### config.mk
export PLATFORM = sky130hd
export DESIGN_NAME = univ_shiftreg_flat
export DESIGN_NICKNAME = d
export VERILOG_FILES = /design/src/rtl/shiftreg_pkg.sv /design/src/rtl/univ_shiftreg_if.sv /design/src/rtl/usr_next_val.sv /design/src/rtl/univ_shiftreg.sv /design/src/flat_wrapper.sv
export SDC_FILE = /design/constraint.sdc
export NUM_CORES = 1
export LEC_CHECK = 0
export ABC_AREA = 1
export CORE_MARGIN = 1
export CORE_UTILIZATION = 45
export CTS_BUF_LIST = sky130_fd_sc_hd__clkbuf_16
export CTS_CLUSTER_SIZE = 14
export DETAILED_ROUTE_END_ITERATION = 6
export GPL_TIMING_DRIVEN = 0
export PLACE_DENSITY = 0.75
export SLEW_MARGIN = 25
export SYNTH_ARGS = -nofsm -noshare
export SYNTH_HDL_FRONTEND = slang
export SYNTH_SLANG_ARGS = --single-unit
### constraint.sdc
create_clock -name CLK -period 2.4 [get_ports CLK]
set_clock_uncertainty 0.2 [all_clocks]
set_input_delay 0.48 -clock CLK [delete_from_list [all_inputs] [get_ports CLK]]
set_output_delay 0.48 -clock CLK [all_outputs]
set_load 0.01 [all_outputs]
### src/rtl/shiftreg_pkg.sv
// Shared definitions for the universal shift register: operation encodings,
// burst FSM states and a helper that classifies shift-type operations.
package shiftreg_pkg;

    typedef enum logic [2:0] {
        MODE_HOLD = 3'b000,
        MODE_SHR  = 3'b001,
        MODE_SHL  = 3'b010,
        MODE_ROR  = 3'b011,
        MODE_ROL  = 3'b100,
        MODE_LOAD = 3'b101,
        MODE_ASR  = 3'b110,
        MODE_CLR  = 3'b111
    } mode_e;

    typedef enum logic {
        ST_IDLE  = 1'b0,
        ST_BURST = 1'b1
    } state_e;

    // Only movement operations may be repeated by a counted burst.
    function automatic logic is_shift_mode(input logic [2:0] mode);
        return (mode == MODE_SHR) || (mode == MODE_SHL) || (mode == MODE_ROR) ||
               (mode == MODE_ROL) || (mode == MODE_ASR);
    endfunction

endpackage

### src/rtl/univ_shiftreg_if.sv
// Control/data bundle of the universal shift register. The master drives the
// operation request; the slave (the register itself) returns contents and status.
interface univ_shiftreg_if #(
    parameter int N  = 8,
    parameter int CW = $clog2(N + 1)
);
    logic          EN;
    logic [2:0]    MODE;
    logic          SIN_R;
    logic          SIN_L;
    logic [N-1:0]  D;
    logic          START;
    logic [CW-1:0] CNT;
    logic [N-1:0]  Q;
    logic          SOUT_R;
    logic          SOUT_L;
    logic          BUSY;
    logic          DONE;

    modport master (
        output EN, MODE, SIN_R, SIN_L, D, START, CNT,
        input  Q, SOUT_R, SOUT_L, BUSY, DONE
    );

    modport slave (
        input  EN, MODE, SIN_R, SIN_L, D, START, CNT,
        output Q, SOUT_R, SOUT_L, BUSY, DONE
    );
endinterface

### src/rtl/usr_next_val.sv
// Combinational next-contents function of the shift register, shared by the
// single-operation path and the burst path.
module usr_next_val
    import shiftreg_pkg::*;
#(
    parameter int N = 8
) (
    input  logic [N-1:0] q_i,
    input  logic [2:0]   mode_i,
    input  logic         sin_r_i,
    input  logic         sin_l_i,
    input  logic [N-1:0] d_i,
    output logic [N-1:0] q_o
);

    always_comb begin
        q_o = q_i;
        case (mode_i)
            MODE_HOLD: q_o = q_i;
            MODE_SHR:  q_o = {sin_r_i, q_i[N-1:1]};
            MODE_SHL:  q_o = {q_i[N-2:0], sin_l_i};
            MODE_ROR:  q_o = {q_i[0], q_i[N-1:1]};
            MODE_ROL:  q_o = {q_i[N-2:0], q_i[N-1]};
            MODE_LOAD: q_o = d_i;
            MODE_ASR:  q_o = {q_i[N-1], q_i[N-1:1]};
            MODE_CLR:  q_o = '0;
            default:   q_o = q_i;
        endcase
    end

endmodule

### src/rtl/univ_shiftreg.sv
// N-bit universal shift register with single operations and a counted burst
// mode that repeats a latched shift operation and pulses DONE on completion.
module univ_shiftreg
    import shiftreg_pkg::*;
#(
    parameter int           N         = 8,
    parameter logic [N-1:0] RESET_VAL = {N{1'b0}},
    parameter int           CW        = $clog2(N + 1)
) (
    input  logic          CLK,
    input  logic          RST,
    univ_shiftreg_if.slave bus
);

    state_e        state_q, state_d;
    logic [N-1:0]  q_q, q_d;
    logic [CW-1:0] rem_q, rem_d;
    logic [2:0]    lmode_q, lmode_d;
    logic          done_q, done_d;
    logic [2:0]    op_mode;
    logic [N-1:0]  q_nxt;

    // A burst replays the latched mode; a zero-length burst must leave Q alone.
    always_comb begin
        op_mode = bus.MODE;
        if (state_q == ST_BURST) begin
            op_mode = lmode_q;
        end else if (bus.START && is_shift_mode(bus.MODE) && (bus.CNT == '0)) begin
            op_mode = MODE_HOLD;
        end
    end

    usr_next_val #(.N(N)) u_next (
        .q_i     (q_q),
        .mode_i  (op_mode),
        .sin_r_i (bus.SIN_R),
        .sin_l_i (bus.SIN_L),
        .d_i     (bus.D),
        .q_o     (q_nxt)
    );

    always_comb begin
        state_d = state_q;
        q_d     = q_q;
        rem_d   = rem_q;
        lmode_d = lmode_q;
        done_d  = 1'b0;
        if (bus.EN) begin
            q_d = q_nxt;
            case (state_q)
                ST_IDLE: begin
                    if (bus.START && is_shift_mode(bus.MODE)) begin
                        lmode_d = bus.MODE;
                        if (bus.CNT == '0 || bus.CNT == CW'(1)) begin
                            done_d = 1'b1;
                        end else begin
                            rem_d   = bus.CNT - CW'(1);
                            state_d = ST_BURST;
                        end
                    end
                end
                ST_BURST: begin
                    rem_d = rem_q - CW'(1);
                    if (rem_q == CW'(1)) begin
                        state_d = ST_IDLE;
                        done_d  = 1'b1;
                    end
                end
                default: state_d = ST_IDLE;
            endcase
        end
    end

    always_ff @(posedge CLK) begin
        if (RST) begin
            state_q <= ST_IDLE;
            q_q     <= RESET_VAL;
            rem_q   <= '0;
            lmode_q <= MODE_HOLD;
            done_q  <= 1'b0;
        end else begin
            state_q <= state_d;
            q_q     <= q_d;
            rem_q   <= rem_d;
            lmode_q <= lmode_d;
            done_q  <= done_d;
        end
    end

    assign bus.Q      = q_q;
    assign bus.SOUT_R = q_q[0];
    assign bus.SOUT_L = q_q[N-1];
    assign bus.BUSY   = (state_q == ST_BURST);
    assign bus.DONE   = done_q;

endmodule

### src/flat_wrapper.sv
// flat-port wrapper written by rule: the top's interface ports become plain ports
module univ_shiftreg_flat import shiftreg_pkg::*;
#(
    parameter int           N         = 8,
    parameter logic [N-1:0] RESET_VAL = {N{1'b0}},
    parameter int           CW        = $clog2(N + 1)
)
  (CLK, RST, bus_EN, bus_MODE, bus_SIN_R, bus_SIN_L, bus_D, bus_START, bus_CNT, bus_Q, bus_SOUT_R, bus_SOUT_L, bus_BUSY, bus_DONE);
  univ_shiftreg_if #(.N(N), .CW(CW)) bus_i ();
  input  logic CLK;
  input  logic RST;
  input wire logic [$bits(bus_i.EN)-1:0] bus_EN;
  input wire logic [$bits(bus_i.MODE)-1:0] bus_MODE;
  input wire logic [$bits(bus_i.SIN_R)-1:0] bus_SIN_R;
  input wire logic [$bits(bus_i.SIN_L)-1:0] bus_SIN_L;
  input wire logic [$bits(bus_i.D)-1:0] bus_D;
  input wire logic [$bits(bus_i.START)-1:0] bus_START;
  input wire logic [$bits(bus_i.CNT)-1:0] bus_CNT;
  output wire logic [$bits(bus_i.Q)-1:0] bus_Q;
  output wire logic [$bits(bus_i.SOUT_R)-1:0] bus_SOUT_R;
  output wire logic [$bits(bus_i.SOUT_L)-1:0] bus_SOUT_L;
  output wire logic [$bits(bus_i.BUSY)-1:0] bus_BUSY;
  output wire logic [$bits(bus_i.DONE)-1:0] bus_DONE;
  assign bus_i.EN = bus_EN;
  assign bus_i.MODE = bus_MODE;
  assign bus_i.SIN_R = bus_SIN_R;
  assign bus_i.SIN_L = bus_SIN_L;
  assign bus_i.D = bus_D;
  assign bus_i.START = bus_START;
  assign bus_i.CNT = bus_CNT;
  assign bus_Q = bus_i.Q;
  assign bus_SOUT_R = bus_i.SOUT_R;
  assign bus_SOUT_L = bus_i.SOUT_L;
  assign bus_BUSY = bus_i.BUSY;
  assign bus_DONE = bus_i.DONE;
  univ_shiftreg #(.N(N), .RESET_VAL(RESET_VAL), .CW(CW)) u_core (.CLK(CLK), .RST(RST), .bus(bus_i));
endmodule
==> results of run 1 <==
-- layer usage --
metal  vias to the layer above  routed length [µm]  part of all wire (%)
li1                        692                   -                     -
met1                       605                1490                    48
met2                        23                1524                    49
met3                         2                  98                   3.1
met4                         0                  17                  0.54
met5                         -                   0                     0
-- power by group through the flow --
| stage | registers [W] | clock network (W) | logic, W |
|---|---|---|---|
| floorplan | 0.000334 | 0 | 0.000156 |
| global placement | 0.000330 | 0 | 0.000253 |
| detailed placement | 0.000332 | 0 | 0.000259 |
| CTS | 0.000326 | 0.000340 | 0.000261 |
| global route | 0.000331 | 0.000350 | 0.000306 |
| finish | 0.000328 | 0.000337 | 0.000276 |
-- registers in the layout, indices dropped and copies added, names as in the netlist --
| signal | count |
|---|---|
| u_core.rem_q | 4 |
| u_core.bus.Q | 8 |
| u_core.lmode_q | 3 |
| u_core.bus.BUSY | 1 |
| u_core.bus.DONE | 1 |
-- layout make-up --
cell class	count	area, µm²	area share (%)
buffer	6	43.79	2.456
inverter	34	130.1	7.298
tap	30	37.54	2.105
clock buffer	3	75.07	4.211
multi-input combinational	136	815.8	45.75
clock inverter	1	3.754	0.2105
sequential	17	340.3	19.09
timing repair buffer	34	336.6	18.88
-- per-stage QoR --
stage	setup slack, ns	util, %	std cells	total power, W	hold slack (ns)
final	0.1451	69.44	261	0.0009409	0.2427
after global routing	0.02723	69.44	261	0.0009876	0.2845
after CTS	0.05149	67.01	259	0.0009274	0.2446
after detailed placement	-0.2777	63.60	254	0.0005909	0.2359
after global placement	-0.2107	63.60	254	0.0005828	0.2337
after floorplan	0.3744	-	192	0.0004897	0.2233
-- logic make-up (layout without fill, tap and decap cells) --
logic type | count (synthesis) | after routing
buffers and inverters | 40 | 78
adder cells (fa/ha/maj) | 4 | 4
AND/OR/NAND/NOR | 87 | 88
flip-flops | 17 | 17
XOR/XNOR | 3 | 3
AO/OA/AOI/OAI | 41 | 41
-- worst paths after layout --
check	slack, ns	to
worst max-delay path	0.15	u_core.bus.Q[0]
worst min-delay path	0.24	u_core.lmode_q[2]
worst max register to register	0.51	u_core.bus.Q[4]
worst min register to register	0.24	u_core.lmode_q[2]
-- worst reg2reg max path, stage by stage, from the launching register on --
cell	delay, ns
dfxtp_1	0.30
buf_2	0.15
nor2_1	0.28
nand2_2	0.11
nand2_4	0.12
nor2_4	0.05
nand2_2	0.07
nand2_2	0.06
inv_4	0.09
buf_8	0.15
nand2_1	0.06
nor2_1	0.10
nor2_1	0.04
-- timing repair --
| action | 4_1_cts | 5_1_grt |
|---|---|---|
| resized for setup | 2 | 11 |
| setup endpoints to repair | 5 | 8 |
| pin swaps | 0 | 5 |
| cloned | 0 | 1 |
| buffers inserted | 1 | 1 |
| endpoints found under the hold margin | 0 | 0 |
-- synth_stat cells --
master / n
inv_1: 28
nand2_1: 26
nor2_1: 25
dfxtp_1: 17
nand3_1: 15
a21oi_1: 12
o21ai_1: 11
o21ai_0: 10
nand2_2: 6
inv_2: 5
ha_1: 4
nand2_4: 4
nor3_1: 4
a21oi_2: 3
a211oi_1: 2
a31oi_1: 2
buf_2: 2
buf_4: 2
nand3_2: 2
nand3_4: 2
nor2_4: 2
xor2_1: 2
a21boi_4: 1
buf_6: 1
clkbuf_1: 1
clkinv_1: 1
nor2_2: 1
xnor2_1: 1
==> impl_metrics.json, run 1 <==
{
  "tightest_slew_ns": 0.6286,
  "floorplan.initialDensity_pct": 49.66,
  "switchingPower_w": 0.0002839,
  "fill_cells": 226,
  "dpl_cell_area_um2": 1633,
  "ios": 33,
  "yosysTopAreaCell": "dfxtp_1",
  "grt_antenna_before_repair": 0,
  "grt_pass1_wl_mm": 5.161,
  "synth_area_leaders": "dfxtp_1 (27%), inv_1 (8.2%), nand2_1 (7.7%)",
  "synth_adder_area_share_pct": 3.925,
  "period_needed_ns": 2.255,
  "yosysSeqAreaShare_pct": 26.69,
  "crit_family": "buffers and inverters",
  "drc": 0,
  "min_path_type": "flip-flop to flip-flop",
  "cpMaxStageDelayCell": "clkdlybuf4s50_1",
  "ant_nets": 0,
  "met3_usage_pct": 3.747,
  "worstPathMaxFanout": 10,
  "slew_violations": 0,
  "intPower_w": 0.0006569,
  "grt_pass1_vias": 1272,
  "crit_path_start": "bus_CNT[2]",
  "synth_top_family_by_area": "simple AND/OR/NAND/NOR gates",
  "power_frac_seq_pct": 34.9,
  "drt-total-wl_mm": 3.130,
  "cts_tree": "yes",
  "synthXorXnorAreaFrac_pct": 2.061,
  "final-setup-viol-count": 0,
  "cap_violations": 0,
  "synth.avg_cell_area_um2": 6.640,
  "grt.met1_usage_pct": 25.33,
  "p_comb_share_pct": 29.3,
  "synth_top_cell_area_share_pct": 26.69,
  "synthMuxAreaShare_pct": 0,
  "rsz0062_at_grt": "no",
  "arrival_ns": 2.20,
  "antenna_cells": 0,
  "root_buffer": "clkbuf_16",
  "path_buf_inv": 4,
  "rr_startpoint": "u_core.bus.BUSY",
  "critPathCaptureType": "flip-flop",
  "synth_compound_area_share_pct": 18.65,
  "cpPeakStageDelay_ns": 0.44,
  "grt.overflow.total": 0,
  "whs_path_depth": 2,
  "synth-simple-area-share_pct": 35.53,
  "core_area_um2": 2567,
  "via_per_inst": 5.065,
  "fp.dieH_um": 55.23,
  "layout-drive-gt1-share_pct": 19.05,
  "clock-sinks": 17,
  "cp_cell_sequence": "clkdlybuf4s50_1 > inv_2 > nand2_2 > nor2_4 > nand3_4 > a21boi_4 > nand2_2 > nand2_2 > inv_4 > buf_8 > o21ai_2 > nor2_1",
  "detailedPlacementHpwl_mm": 2.354,
  "hold_start": "u_core.lmode_q[2]",
  "clock_latency_ns": 0.25,
  "grt_use_total_pct": 20.68,
  "max_freq_mhz": 443.5,
  "yosys_warnings": 0,
  "final_common_cell": "clkdlybuf4s50_1",
  "p_sw_share_pct": 30.18,
  "ir_drop_mv": 0.6558,
  "wl_per_cell_um": 11.99,
  "final_cell_mix": "clkdlybuf4s50_1 (30), inv_1 (28), nand2_1 (26)",
  "synth_area_um2": 1275,
  "dieArea_um2": 3050,
  "final_nets": 257,
  "cellLeakagePower_nw": 0.8179,
  "firstDrtPassIters": 4,
  "syn_nets": 217,
  "crit_top_cell": "nand2_2",
  "crit_type": "primary input to flip-flop",
  "min_period_over_period_pct": 93.95,
  "grtUsageMet2_pct": 36.32,
  "synth.distinct_cells": 28,
  "hold_buffers": 0,
  "clk_pin_slew_ns": 0.05,
  "drtIter0Drc": 28,
  "status": "completed",
  "cts_made_buffers": 3,
  "place.gp.congestion": 0.7915,
  "busiest_layer": "met2",
  "finalHoldViolations": 0,
  "worst_setup_path_start_kind": "primary input",
  "port_buffers": 32,
  "slew_headroom_pct": 58.09,
  "final_area_um2": 1783,
  "via_count": 1322,
  "powerDensity_nw_per_um2": 527.7,
  "crit_required_ns": 2.34,
  "postSynthCellCount": 192,
  "worst-path-stages": 12,
  "ys_seq_elements": 17,
  "power.share.clock_pct": 35.8,
  "area_delta_synth_final_pct": 39.84,
  "clk_path_buf_depth": 2,
  "setup_tns_ns": 0,
  "reg2reg_depth": 12,
  "htreeDepth": 1,
  "chipWidth_um": 55.23,
  "num_rows": 18,
  "grt_start_max_net_pins": 11
}
(Power assumes the default switching activity.)
==> run 2: changes to the inputs <==
Settings changed: SLEW_MARGIN 25 to default.
==> results of run 2 <==
No change in the layout: final DEF, timing and power equal those of run 1.
==> run 3: changes to the inputs <==
Settings changed: PLACE_DENSITY 0.75 to 0.81.
==> impl_metrics.json, run 3 (synthesis results as in run 1) <==
{
  "clock_latency_ns": 0.25,
  "cap_violations": 0,
  "dpl_cell_area_um2": 1633,
  "floorplan.initialDensity_pct": 49.66,
  "drtIter0Drc": 43,
  "arrival_ns": 2.19,
  "stdcell_count": 262,
  "detailedPlacementHpwl_mm": 2.158,
  "area_delta_synth_final_pct": 43.28,
  "via_count": 1347,
  "dieArea_um2": 3050,
  "dpl.cell_count": 254,
  "crit_top_cell": "nor2_1",
  "grt_pass1_vias": 1124,
  "grt_use_total_pct": 19.88,
  "largest_reg_flops": 8,
  "final_common_cell": "clkdlybuf4s50_1",
  "worstPathMaxFanout": 6,
  "power.share.clock_pct": 35.9,
  "port_buffers": 32,
  "reg2reg_depth": 12,
  "cp-endpoint": "u_core.bus.Q[2]",
  "via_per_inst": 5.141,
  "setup_tns_ns": 0,
  "rr_startpoint": "u_core.bus.BUSY",
  "cpPeakStageDelay_ns": 0.49,
  "switchingPower_w": 0.0002982,
  "num_rows": 18,
  "status": "completed",
  "setup_ws_ns": 0.1519,
  "tightest_slew_ns": 0.6943,
  "crit_required_ns": 2.35,
  "grt_start_max_net_pins": 11,
  "final_nets": 258,
  "htreeDepth": 1,
  "rrSetupSlack_ns": 0.49,
  "drt-total-wl_mm": 3.203,
  "finalHoldViolations": 0,
  "fp.dieH_um": 55.23,
  "post-place-ws_ns": -0.2288,
  "min_period_over_period_pct": 93.67,
  "powerDensity_nw_per_um2": 527.6,
  "rsz0062_at_grt": "no",
  "final_cell_mix": "clkdlybuf4s50_1 (30), inv_1 (26), nor2_1 (25), nand2_1 (25), dfxtp_1 (17)",
  "grt_pass1_wl_mm": 4.885,
  "slew_violations": 0,
  "ant_nets": 0,
  "clock-sinks": 17,
  "min_path_type": "flip-flop to flip-flop",
  "ios": 33,
  "power_frac_seq_pct": 34.1,
  "wl_per_cell_um": 12.23,
  "max_freq_mhz": 444.8,
  "final-setup-viol-count": 0,
  "grt.overflow.total": 0,
  "post-route-util_pct": 71.15,
  "final_area_um2": 1827,
  "hold_buffers": 0,
  "p_sw_share_pct": 30.95,
  "worst_setup_path_start_kind": "primary input",
  "path_buf_inv": 4,
  "intPower_w": 0.0006655,
  "r2r_end": "u_core.bus.Q[2]",
  "grt_antenna_before_repair": 0,
  "cts_tree": "yes",
  "cellLeakagePower_nw": 0.8399,
  "p_comb_share_pct": 30.0,
  "slew_headroom_pct": 53.71,
  "critPathCaptureType": "flip-flop",
  "firstDrtPassIters": 5,
  "cp_cell_sequence": "clkdlybuf4s50_1 > clkinv_1 > nor2_1 > nand2_4 > nand2_8 > nor2_4 > nand2_2 > nand2_2 > inv_4 > buf_6 > nand2_1 > nor2_1 > nor2_1",
  "layout-drive-gt1-share_pct": 21.55,
  "drc": 0,
  "worst-path-stages": 13,
  "ir_drop_mv": 0.7477,
  "crit_type": "primary input to flip-flop",
  "clk_pin_slew_ns": 0.05,
  "cts_made_buffers": 3,
  "cpMaxStageDelayCell": "clkdlybuf4s50_1",
  "antenna_cells": 0,
  "place.gp.congestion": 0.7764,
  "chipWidth_um": 55.23,
  "crit_path_start": "bus_MODE[1]",
  "clk_path_buf_depth": 2,
  "root_buffer": "clkbuf_16",
  "core_area_um2": 2567,
  "crit_family": "simple AND/OR/NAND/NOR gates",
  "fill_cells": 218,
  "period_needed_ns": 2.248,
  "whs_path_depth": 2
}
[run 3: cell count changes in the layout (fill, tap and decap cells not counted), moves of 2 or more]
cell,change
o21ai_1,-2
o21ai_2,+2
inv_1,-2
buf_6,+2
[run 3: worst min path at each step]
stage                 startpoint                 to  slack, ns
2_1_floorplan  u_core.lmode_q[2]  u_core.lmode_q[2]       0.22
3_3_place_gp   u_core.lmode_q[2]  u_core.lmode_q[2]       0.23
3_5_place_dp   u_core.lmode_q[2]  u_core.lmode_q[2]       0.24
4_1_cts        u_core.lmode_q[2]  u_core.lmode_q[2]       0.25
5_1_grt        u_core.lmode_q[1]  u_core.lmode_q[1]       0.27
6_report       u_core.lmode_q[1]  u_core.lmode_q[1]       0.25
[run 3: tightest hold or removal path, delay by kind of cell, from the launching register on]
kind,cells,cell delay (ns)
AOI/OAI and AO/OA,1,0.05
buffers and inverters,1,0.05
DFF,1,0.31
[run 3: area by class of cell]
class	instances	area, µm²	area share [%]
Buffer	6	40.04	2.192
Clock buffer	3	75.07	4.110
Clock inverter	1	5.005	0.2740
Inverter	34	132.6	7.260
Multi-Input combinational cell	136	844.6	46.23
Sequential cell	17	340.3	18.63
Tap cell	30	37.54	2.055
Timing Repair Buffer	35	351.6	19.25
[run 3: per-layer routing]
metal  part of all wire [%]  up-vias  track usage, %
li1                       -      693               -
met1                     46      597           26.02
met2                     47       46           30.98
met3                    4.7       11           5.855
met4                    1.8        0           7.143
met5                      0        -               0
[run 3: power groups by stage]
stage	Combinational (W)	Clock, W	Sequential, W
3_3_place_gp	0.000254	0	0.000331
5_1_grt	0.000315	0.000361	0.000332
4_1_cts	0.000259	0.000351	0.000326
6_report	0.000289	0.000346	0.000329
2_1_floorplan	0.000156	0	0.000334
3_5_place_dp	0.000257	0	0.000332
[run 3: what timing repair did]
item                                    in CTS  in global routing
endpoints found under the setup margin       0                 11
setup buffers                                0                  2
gates resized for setup                      0                 22
[run 3: through the flow]
| stage | hold slack (ns) | total power (W) |
|---|---|---|
| finish | 0.2491 | 0.0009637 |
| global route | 0.2677 | 0.001009 |
| CTS | 0.2497 | 0.0009357 |
| detailed placement | 0.2438 | 0.0005886 |
| global placement | 0.2347 | 0.0005847 |
| floorplan | 0.2233 | 0.0004897 |
